`config.mk`:
```
export PLATFORM = sky130hd
export DESIGN_NAME = pwm_bank
export DESIGN_NICKNAME = d
export VERILOG_FILES = /design/src/rtl/pwm_pkg.sv /design/src/rtl/pwm_channel.sv /design/src/rtl/pwm_bank.sv
export SDC_FILE = /design/constraint.sdc
export NUM_CORES = 1
export LEC_CHECK = 0
export CORE_AREA = 4 4 134 136
export CTS_BUF_LIST = sky130_fd_sc_hd__clkbuf_8 sky130_fd_sc_hd__clkbuf_16
export DETAILED_ROUTE_END_ITERATION = 8
export DIE_AREA = 0 0 138 140
export HOLD_SLACK_MARGIN = 0.05
export PLACE_DENSITY = 0.65
export SLEW_MARGIN = 20
export SYNTH_ARGS = -nofsm -noshare
export SYNTH_HDL_FRONTEND = slang
export SYNTH_HIERARCHICAL = 1
export SYNTH_SLANG_ARGS = --single-unit
```
`constraint.sdc`:
```
create_clock -name clk -period 5.1 [get_ports clk]
set_input_delay 1.02 -clock clk [delete_from_list [all_inputs] [get_ports clk]]
set_output_delay 1.02 -clock clk [all_outputs]
set_load 0.01 [all_outputs]
```
`src/rtl/pwm_pkg.sv`:
```
`default_nettype none
// ============================================================================
// Module   : pwm_pkg
// Purpose  : Shared sizing function and fade-difference helper for pwm_bank.
// Revision : 1.0 - initial release
// ============================================================================
package pwm_pkg;

  // Widest duty/counter resolution supported by the bank.
  localparam int c_MAX_W = 16;

  // Width of a channel index; a single-channel bank still gets a 1-bit index.
  function automatic int ch_idx_w(input int ch);
    return (ch > 1) ? $clog2(ch) : 1;
  endfunction

  // Signed target-minus-active difference; one extra bit means it never wraps.
  function automatic logic signed [c_MAX_W:0] fade_diff(
    input logic [c_MAX_W-1:0] target,
    input logic [c_MAX_W-1:0] active
  );
    return $signed({1'b0, target}) - $signed({1'b0, active});
  endfunction

endpackage
`default_nettype wire

```
`src/rtl/pwm_channel.sv`:
```
`default_nettype none
// ============================================================================
// Module   : pwm_channel
// Purpose  : One PWM channel: target/step/active duty registers, per-period
//            linear fade toward the target and the registered compare output.
// Revision : 1.0 - initial release
// ============================================================================
module pwm_channel
  import pwm_pkg::*;
#(
  parameter int W = 8
) (
  input  logic         clk,
  input  logic         rst,
  input  logic         en,
  input  logic         wrap,
  input  logic         wr_en,
  input  logic [W-1:0] wr_duty,
  input  logic [W-1:0] wr_step,
  input  logic [W-1:0] cnt,
  output logic         pwm_out
);

  logic [W-1:0]        r_target;
  logic [W-1:0]        r_step;
  logic [W-1:0]        r_active;
  logic signed [W:0]   w_diff;
  logic [W:0]          w_mag;
  logic [W-1:0]        w_next;

  // Next active duty: snap to target when close enough (or step 0), else move by step.
  always_comb begin
    w_diff = (W+1)'(fade_diff(c_MAX_W'(r_target), c_MAX_W'(r_active)));
    w_mag  = w_diff[W] ? (~w_diff + 1'b1) : w_diff;
    w_next = r_target;
    if ((r_step != '0) && (w_mag > {1'b0, r_step})) begin
      if (w_diff[W]) begin
        w_next = r_active - r_step;
      end else begin
        w_next = r_active + r_step;
      end
    end
  end

  // Active only changes on wrap, so a write can never glitch the current period;
  // on a write/wrap collision the wrap sees the pre-write target/step.
  always_ff @(posedge clk) begin
    if (!rst) begin
      r_target <= '0;
      r_step   <= '0;
      r_active <= '0;
      pwm_out  <= 1'b0;
    end else begin
      if (wrap) begin
        r_active <= w_next;
      end
      if (wr_en) begin
        r_target <= wr_duty;
        r_step   <= wr_step;
      end
      pwm_out <= en && (cnt < r_active);
    end
  end

endmodule
`default_nettype wire

```
`src/rtl/pwm_bank.sv`:
```
`default_nettype none
// ============================================================================
// Module   : pwm_bank
// Purpose  : Multi-channel PWM generator with prescaler, shared period counter,
//            valid/ready duty writes and per-channel fading.
// Revision : 1.0 - initial release
// ============================================================================
module pwm_bank
  import pwm_pkg::*;
#(
  parameter int CH       = 3,
  parameter int W        = 8,
  parameter int PRESCALE = 1
) (
  input  logic                    clk,
  input  logic                    rst,
  input  logic                    en,
  input  logic                    wr_valid,
  output logic                    wr_ready,
  input  logic [ch_idx_w(CH)-1:0] wr_ch,
  input  logic [W-1:0]            wr_duty,
  input  logic [W-1:0]            wr_step,
  output logic                    period_start,
  output logic [CH-1:0]           pwm_out
);

  localparam int                c_CHW     = ch_idx_w(CH);
  localparam int                c_PW      = (PRESCALE > 1) ? $clog2(PRESCALE) : 1;
  localparam logic [c_PW-1:0]   c_PRE_MAX = c_PW'(PRESCALE - 1);

  logic [c_PW-1:0] r_pre;
  logic [W-1:0]    r_cnt;
  logic            r_en_d;
  logic            w_tick;
  logic            w_wrap;
  logic            w_fire;

  assign wr_ready = rst;
  assign w_fire   = wr_valid && wr_ready;
  assign w_tick   = en && (r_pre == c_PRE_MAX);
  assign w_wrap   = w_tick && (r_cnt == '1);

  // Prescaler and period counter; disable parks both at zero so a re-enable
  // starts a fresh period. period_start marks each new period.
  always_ff @(posedge clk) begin
    if (!rst) begin
      r_pre        <= '0;
      r_cnt        <= '0;
      r_en_d       <= 1'b0;
      period_start <= 1'b0;
    end else begin
      if (!en) begin
        r_pre <= '0;
        r_cnt <= '0;
      end else if (w_tick) begin
        r_pre <= '0;
        r_cnt <= r_cnt + 1'b1;
      end else begin
        r_pre <= r_pre + 1'b1;
      end
      r_en_d       <= en;
      period_start <= w_wrap || (en && !r_en_d);
    end
  end

  // One channel per output; indices at or above CH match no channel and are dropped.
  for (genvar i = 0; i < CH; i++) begin : g_ch
    logic w_we;
    assign w_we = w_fire && (wr_ch == c_CHW'(i));

    pwm_channel #(
      .W(W)
    ) u_ch (
      .clk     (clk),
      .rst     (rst),
      .en      (en),
      .wrap    (w_wrap),
      .wr_en   (w_we),
      .wr_duty (wr_duty),
      .wr_step (wr_step),
      .cnt     (r_cnt),
      .pwm_out (pwm_out[i])
    );
  end

endmodule
`default_nettype wire

```
==> results of run 1 <==
## area by class of cell
type                       instances  area (um2)
timing repair buffer              33         308
tap                              225         282
sequential                        86        1720
fill                            1650        8790
clock inverter                     5        50.0
clock buffer                      11         253
multi-input combinational        677        5250
inverter                          74         278
## worst max path at each step
| stage | startpoint | end | depth (start not counted) |
|---|---|---|---|
| 2_1_floorplan | g_ch[1].u_ch/r_active[0] | g_ch[1].u_ch/r_active[0] | 17 |
| 3_3_place_gp | g_ch[1].u_ch/r_active[0] | g_ch[1].u_ch/r_active[5] | 16 |
| 3_5_place_dp | g_ch[1].u_ch/r_active[0] | g_ch[1].u_ch/r_active[5] | 16 |
| 4_1_cts | g_ch[1].u_ch/r_active[0] | g_ch[1].u_ch/r_active[5] | 16 |
| 5_1_grt | g_ch[0].u_ch/r_active[0] | g_ch[0].u_ch/r_active[5] | 20 |
| 6_report | g_ch[1].u_ch/r_active[0] | g_ch[1].u_ch/r_active[1] | 16 |
## cells in the mapped netlist, types with 3 or more instances
master | number | share of area, %
clkbuf_1 | 18 | 0.92
nor3_2 | 3 | 0.41
xor2_1 | 19 | 2.3
o21bai_1 | 4 | 0.41
a311oi_1 | 5 | 0.59
and3_1 | 4 | 0.34
a21o_2 | 3 | 0.36
inv_1 | 74 | 3.8
mux2_2 | 4 | 0.61
fa_1 | 6 | 1.6
ha_1 | 97 | 16
nor2_1 | 41 | 2.1
dfxtp_1 | 86 | 23
nand2_1 | 45 | 2.3
nand2b_1 | 11 | 0.93
a211oi_1 | 3 | 0.31
or2_1 | 5 | 0.42
buf_2 | 5 | 0.34
buf_6 | 3 | 0.46
mux2i_1 | 68 | 9.2
o21a_1 | 5 | 0.51
a31oi_1 | 10 | 0.85
a21oi_1 | 50 | 3.4
nor3b_1 | 6 | 0.61
a211o_1 | 3 | 0.36
nor3_1 | 14 | 0.95
o21ai_0 | 44 | 3.0
o31ai_1 | 8 | 0.81
or3_1 | 3 | 0.25
a21o_1 | 18 | 1.8
nor2b_1 | 69 | 5.8
nand3_1 | 32 | 2.2
xnor2_1 | 50 | 5.9
o21ai_1 | 5 | 0.34
nand4_1 | 9 | 0.76
## flip-flops by register name (all words and copies together), names as in the netlist
register / flops
g_ch.u_ch/r_active: 24
g_ch.u_ch/r_step: 24
g_ch.u_ch/r_target: 24
r_cnt: 8
g_ch.u_ch/pwm_out: 3
period_start: 1
r_en_d: 1
r_pre: 1
## layer usage
| layer | part of all wire (%) | routed length [um] | vias to the layer above | track usage, % |
|---|---|---|---|---|
| met5 | 0 | 0 | - | 0 |
| met4 | 2.0 | 357 | 0 | 5.46 |
| met3 | 3.0 | 542 | 22 | 2.63 |
| met2 | 43 | 7630 | 104 | 27.5 |
| met1 | 52 | 9270 | 2732 | 27.6 |
| li1 | - | - | 3078 | - |
## metrics by stage
step,cell area [um2],std cells,hold slack [ns]
3_5_place_dp,7840,1095,0.469
3_3_place_gp,7840,1095,0.460
5_1_grt,8140,1111,0.504
4_1_cts,8140,1111,0.477
2_1_floorplan,7380,866,0.446
6_report,8140,1111,0.471
## power by group through the flow
stage | clock network, mW | logic (mW) | registers, mW
after floorplan | 0 | 0.346 | 0.705
after global placement | 0 | 0.448 | 0.709
after detailed placement | 0 | 0.448 | 0.709
after CTS | 0.685 | 0.451 | 0.694
after global routing | 0.713 | 0.501 | 0.695
final | 0.666 | 0.453 | 0.694
## logic make-up after synthesis
kind of cell / Yosys count
compound gates: 177
xor+xnor: 69
fa+ha+maj: 103
buf+inv: 103
flops: 86
mux: 72
other cells: 1
simple gates: 255
## critical path, cell delays in order, from the launching register on
cell	delay [ns]
dfxtp_1	0.40
ha_1	0.22
inv_1	0.06
fa_1	0.49
a21o_1	0.24
a21oi_1	0.18
xnor2_1	0.14
or3_1	0.35
o31ai_1	0.28
xor2_1	0.13
ha_1	0.32
nand3_1	0.09
o21bai_1	0.16
a311oi_1	0.50
a41oi_4	0.17
mux2i_1	0.24
a21oi_1	0.08
==> run summary, run 1 <==
Tcrit/Tclk final = 82.4%
post-synthesis mux area share = 9.83%
hold endpoint = g_ch[2].u_ch/r_active[2]
Synth Area per Inst = 8.52 um2
Die ar. = 19300 um2
Area Overhead vs Synth = 10.3%
HP Start = g_ch[2].u_ch/r_active[2]
actual slew at the worst max-slew pin = 0.821 ns
ant diodes = 0
overflow left after global routing = 0
CTS Buffer Depth = 2
Comb power frac = 25.0%
CTS Buf Count = 9
vias in the first global route = 5380
Post-Synth Adder-Cell Area = 18.1%
Data arrival, critical path = 4.41 ns
DR iter-0 viols = 367
Post-Synth Simple-Gate Area = 18.8%
Vias/cell = 5.34
clk sinks = 86
Antenna Nets Post-Route = 0
Die W = 138 um
setup ws final = 0.898 ns
WL/cell = 16.0 um
Sw Share = 29.0%
Detailed Place HPWL = 14000 um
largest net degree at the start of global routing = 54
status = completed
post-layout min period = 4.20 ns
Placeable Area = 16900 um2
critical path launch point type = register
internal power = 1.29 mW
total power draw = 1.81 mW
Max Fanout on Critical Path = 9
syn_nets = 991
Slew Viols, Final = 0
first-pass GRT wire length = 28900 um
cell count after synthesis = 866
largest family of logic cells by synthesized area = simple AND/OR/NAND/NOR gates
Netlist cell types = 63
Util after Layout = 48.1%
CTS tree = done
RSZ-0062 raised after global routing = false
clock latency on the worst-skew pair = 0.34 ns
area share of xor/xnor cells in the synthesized design = 8.19%
pwr dens = 223 nW/um2
die height = 140 um
Sum Neg Setup Slack = 0 ns
Synth Cell Area = 7380 um2
DR pass1 iterations = 5
final net count = 1006
setup violators final = 0
switching pwr = 0.525 mW
commonest non-fill, non-tap cells in the layout = 97 x ha_1, 86 x dfxtp_1, 76 x inv_1
share of cells above drive strength 1 = 5.19%
Synth Area in Compound Gates = 16.0%
pre-CTS WS = 0.967 ns
synth warn = 6
Yosys reg bits = 86
Via Count = 5936
Critical Path Sink Type = register
critical path required time = 5.31 ns
R2R Path Start = g_ch[1].u_ch/r_active[0]
Final Wtd Congestion = 0.896
LEAKAGE = 3.11 nW
clock root cell = clkbuf_16
R2R setup slack = 0.90 ns
sequential share of power = 38.3%
worst setup path class = reg -> reg
ys flop type = dfxtp_1
PortBufs = 26
antenna violations before repair = 0
Reg-to-Reg End = g_ch[1].u_ch/r_active[1]
Top-Level Pins = 27
Synth async-reset ratio = 0%
DRC = 0
quantity of hold-fixing buffers added after cts = 0
Post-synth EDFFs = 0
GRT Total Usage = 18.4%
floorplan row count = 48
Initial Util = 43.6%
htree depth = 3
HP Class = reg -> reg
postcts setup bufs = 0
register area share after synthesis = 23.3%
Post-Route WL = 17800 um
relative slew slack = 44.7%
clock slew at reported path FFs = 0.06 ns
Layout Skew = 0.00756 ns
fmax = 238 MHz
CTS resizes = 0
final hold vios = 0
most common cell after layout, fill and taps aside = ha_1
WHS Path Cells = 2
Max Cap Viol = 0
FF-to-FF path depth = 16
maximum vdd drop = 185 uV
clock share of power = 36.7%
(Power assumes the default switching activity.)
==> run 2, diff against run 1 <==
==> constraint.sdc (replaced) <==
create_clock -name clk -period 4.1 [get_ports clk]
set_input_delay 0.82 -clock clk [delete_from_list [all_inputs] [get_ports clk]]
set_output_delay 0.82 -clock clk [all_outputs]
set_load 0.01 [all_outputs]
==> run 2 against run 1 <==
Against the previous run:
- register-to-register slack got worse by 0.71 ns
- power rose by 28%
- combinational power rose by 35%
- final area rose by 2.3%
- sequential share of layout area fell by 0.46 points
- sequential power rose by 24%
- final cell count rose by 0.90%
- utilization rose by 1.1 points
- maximum frequency rose by 7.5%
- first-iteration DRC count rose by 1.9%
- sequential cell count did not move
- non-clock buffer count rose by 9
==> run summary, run 2 (synthesis gave the netlist of run 1 again) <==
Data arrival, critical path = 4.12 ns (was 4.41 ns)
CTS Buffer Depth = 2 (unchanged)
htree depth = 3 (unchanged)
first-pass GRT wire length = 29400 um (was 28900 um)
Post-Route WL = 18300 um (was 17800 um)
Comb power frac = 26.3% (was 25.0%)
maximum vdd drop = 222 uV (was 185 uV)
setup violators final = 0 (unchanged)
largest net degree at the start of global routing = 47 (was 54)
sequential share of power = 37.2% (was 38.3%)
DR iter-0 viols = 374 (was 367)
Die W = 138 um (unchanged)
Via Count = 6025 (was 5936)
Max Cap Viol = 0 (unchanged)
LEAKAGE = 3.18 nW (was 3.11 nW)
Max Fanout on Critical Path = 7 (was 9)
actual slew at the worst max-slew pin = 0.648 ns (was 0.821 ns)
Initial Util = 43.6% (unchanged)
Most common cell on crit path = nand2_1
clock root cell = clkbuf_16 (unchanged)
Antenna Nets Post-Route = 0 (unchanged)
DR pass1 iterations = 6 (was 5)
CTS tree = done (unchanged)
Sw Share = 30.6% (was 29.0%)
slowest stage delay, CP = 0.51 ns (was 0.50 ns)
Layout Skew = 0.0105 ns (was 0.00756 ns)
fmax = 256 MHz (was 238 MHz)
Top-Level Pins = 27 (unchanged)
CP max stage cell = or4_1 (was a311oi_1)
switching pwr = 0.710 mW (was 0.525 mW)
GRT Total Usage = 18.6% (was 18.4%)
GR Util met2 = 28.5% (was 27.5%)
placed inst area = 7910 um2 (was 7840 um2)
critical path launch point type = register (unchanged)
pwr dens = 279 nW/um2 (was 223 nW/um2)
WL/cell = 16.3 um (was 16.0 um)
clock latency on the worst-skew pair = 0.35 ns (was 0.34 ns)
fill count = 1670 (was 1650)
quantity of hold-fixing buffers added after cts = 0 (unchanged)
WP buf/inv = 2 (was 1)
overflow left after global routing = 0 (unchanged)
ant diodes = 0 (unchanged)
Critical Path Sink Type = register (unchanged)
relative slew slack = 55.6% (was 44.7%)
commonest non-fill, non-tap cells in the layout = 97 x ha_1, 85 x dfxtp_1, 74 x inv_1 (was 97 x ha_1, 86 x dfxtp_1, 76 x inv_1)
clock slew at reported path FFs = 0.07 ns (was 0.06 ns)
clock share of power = 36.5% (was 36.7%)
critical path required time = 4.31 ns (was 5.31 ns)
worst setup path class = reg -> reg (unchanged)
Top Usage Layer GRT = met2 (was met1)
antenna violations before repair = 0 (unchanged)
share of cells above drive strength 1 = 8.26% (was 5.19%)
most common cell after layout, fill and taps aside = ha_1 (unchanged)
Tcrit/Tclk final = 95.3% (was 82.4%)
Sum Neg Setup Slack = 0 ns (unchanged)
internal power = 1.61 mW (was 1.29 mW)
crit path cell chain = ha_1 -> inv_1 -> fa_2 -> or4_1 -> nand2_1 -> o31ai_1 -> nor2_2 -> nand2_1 -> nand2_1 -> xnor2_1 -> ha_1 -> nand2_1 -> o21ai_0 -> nand2_1 -> a311oi_2 -> a41oi_4 -> buf_12 -> mux2i_1 -> a21oi_1 (was ha_1 -> inv_1 -> fa_1 -> a21o_1 -> a21oi_1 -> xnor2_1 -> or3_1 -> o31ai_1 -> xor2_1 -> ha_1 -> nand3_1 -> o21bai_1 -> a311oi_1 -> a41oi_4 -> mux2i_1 -> a21oi_1)
Vias/cell = 5.37 (was 5.34)
status = completed (unchanged)
die height = 140 um (unchanged)
clk sinks = 86 (unchanged)
Util after Layout = 49.2% (was 48.1%)
DRC = 0 (unchanged)
Detailed Place HPWL = 14100 um (was 14000 um)
total power draw = 2.32 mW (was 1.81 mW)
CTS Buf Count = 9 (unchanged)
Slew Viols, Final = 0 (unchanged)
HP Class = reg -> reg (unchanged)
PortBufs = 26 (unchanged)
Die ar. = 19300 um2 (unchanged)
biggest regs = g_ch.u_ch/r_active: 24 flops, g_ch.u_ch/r_step: 24 flops, g_ch.u_ch/r_target: 24 flops (unchanged)
final net count = 1016 (was 1006)
met1 usage = 27.1% (was 27.6%)
post-layout min period = 3.91 ns (was 4.20 ns)
Area Overhead vs Synth = 12.9% (was 10.3%)
floorplan row count = 48 (unchanged)
cell area after layout = 8330 um2 (was 8140 um2)
vias in the first global route = 5601 (was 5380)
met3 Track Usage GR = 2.39% (was 2.63%)
Final Wtd Congestion = 0.854 (was 0.896)
Placeable Area = 16900 um2 (unchanged)
final hold vios = 0 (unchanged)
critical path's top delay family = simple AND/OR/NAND/NOR gates (was compound AO/OA/AOI/OAI gates)
-- run 2: repair_timing --
action | 4_1_cts | 5_1_grt
setup buffers | 0 | 2
endpoints found under the setup margin | 0 | 19
resized for setup | 0 | 19
-- run 2: path summary, 6_finish.rpt --
check,end,slack (ns),start,depth (start not counted)
worst min-delay path,g_ch[1].u_ch/r_active[2],0.48,g_ch[1].u_ch/r_active[2],2
worst min register to register,g_ch[1].u_ch/r_active[2],0.48,g_ch[1].u_ch/r_active[2],2
worst max-delay path,g_ch[1].u_ch/r_active[3],0.19,g_ch[1].u_ch/r_active[0],19
worst max register to register,g_ch[1].u_ch/r_active[3],0.19,g_ch[1].u_ch/r_active[0],19
-- run 2: layout make-up --
| class | count | area, um2 | share of cell area (%) |
|---|---|---|---|
| inverters | 74 | 278 | 3.33 |
| multi-input cells | 678 | 5340 | 64.1 |
| flip-flops and latches | 86 | 1720 | 20.7 |
| repair buffers | 42 | 400 | 4.81 |
| clock inverters | 7 | 80.1 | 0.961 |
| clock buffers | 9 | 225 | 2.70 |
| well taps | 225 | 282 | 3.38 |
-- run 2: power by group through the flow --
stage / combinational (mW) / clock (mW) / sequential (mW)
final: 0.611 / 0.848 / 0.863
after CTS: 0.572 / 0.867 / 0.863
after global routing: 0.676 / 0.894 / 0.864
after floorplan: 0.430 / 0 / 0.876
after global placement: 0.566 / 0 / 0.882
after detailed placement: 0.568 / 0 / 0.882
-- run 2: per-stage QoR --
stage	cells	hold slack (ns)	setup WS, ns
floorplan	866	0.446	0.278
global placement	1102	0.461	0.171
detailed placement	1102	0.467	0.115
CTS	1118	0.477	0.0802
global route	1121	0.496	-0.0692
finish	1121	0.476	0.192
-- run 2: routing by layer --
layer	share of wire, %	wire length [um]
met1	51	9300
met2	44	7990
met5	0	0
met4	1.9	343
met3	3.5	637
-- run 2: worst register-to-register path: stages (launching register included) --
cell and delay [ns]:
dfxtp_1 0.38, ha_1 0.21, inv_1 0.06, fa_2 0.40
or4_1 0.51, nand2_1 0.08, o31ai_1 0.10, nor2_2 0.23
nand2_1 0.11, nand2_1 0.09, xnor2_1 0.07, ha_1 0.32
nand2_1 0.06, o21ai_0 0.14, nand2_1 0.09, a311oi_2 0.45
a41oi_4 0.07, buf_12 0.18, mux2i_1 0.15, a21oi_1 0.08
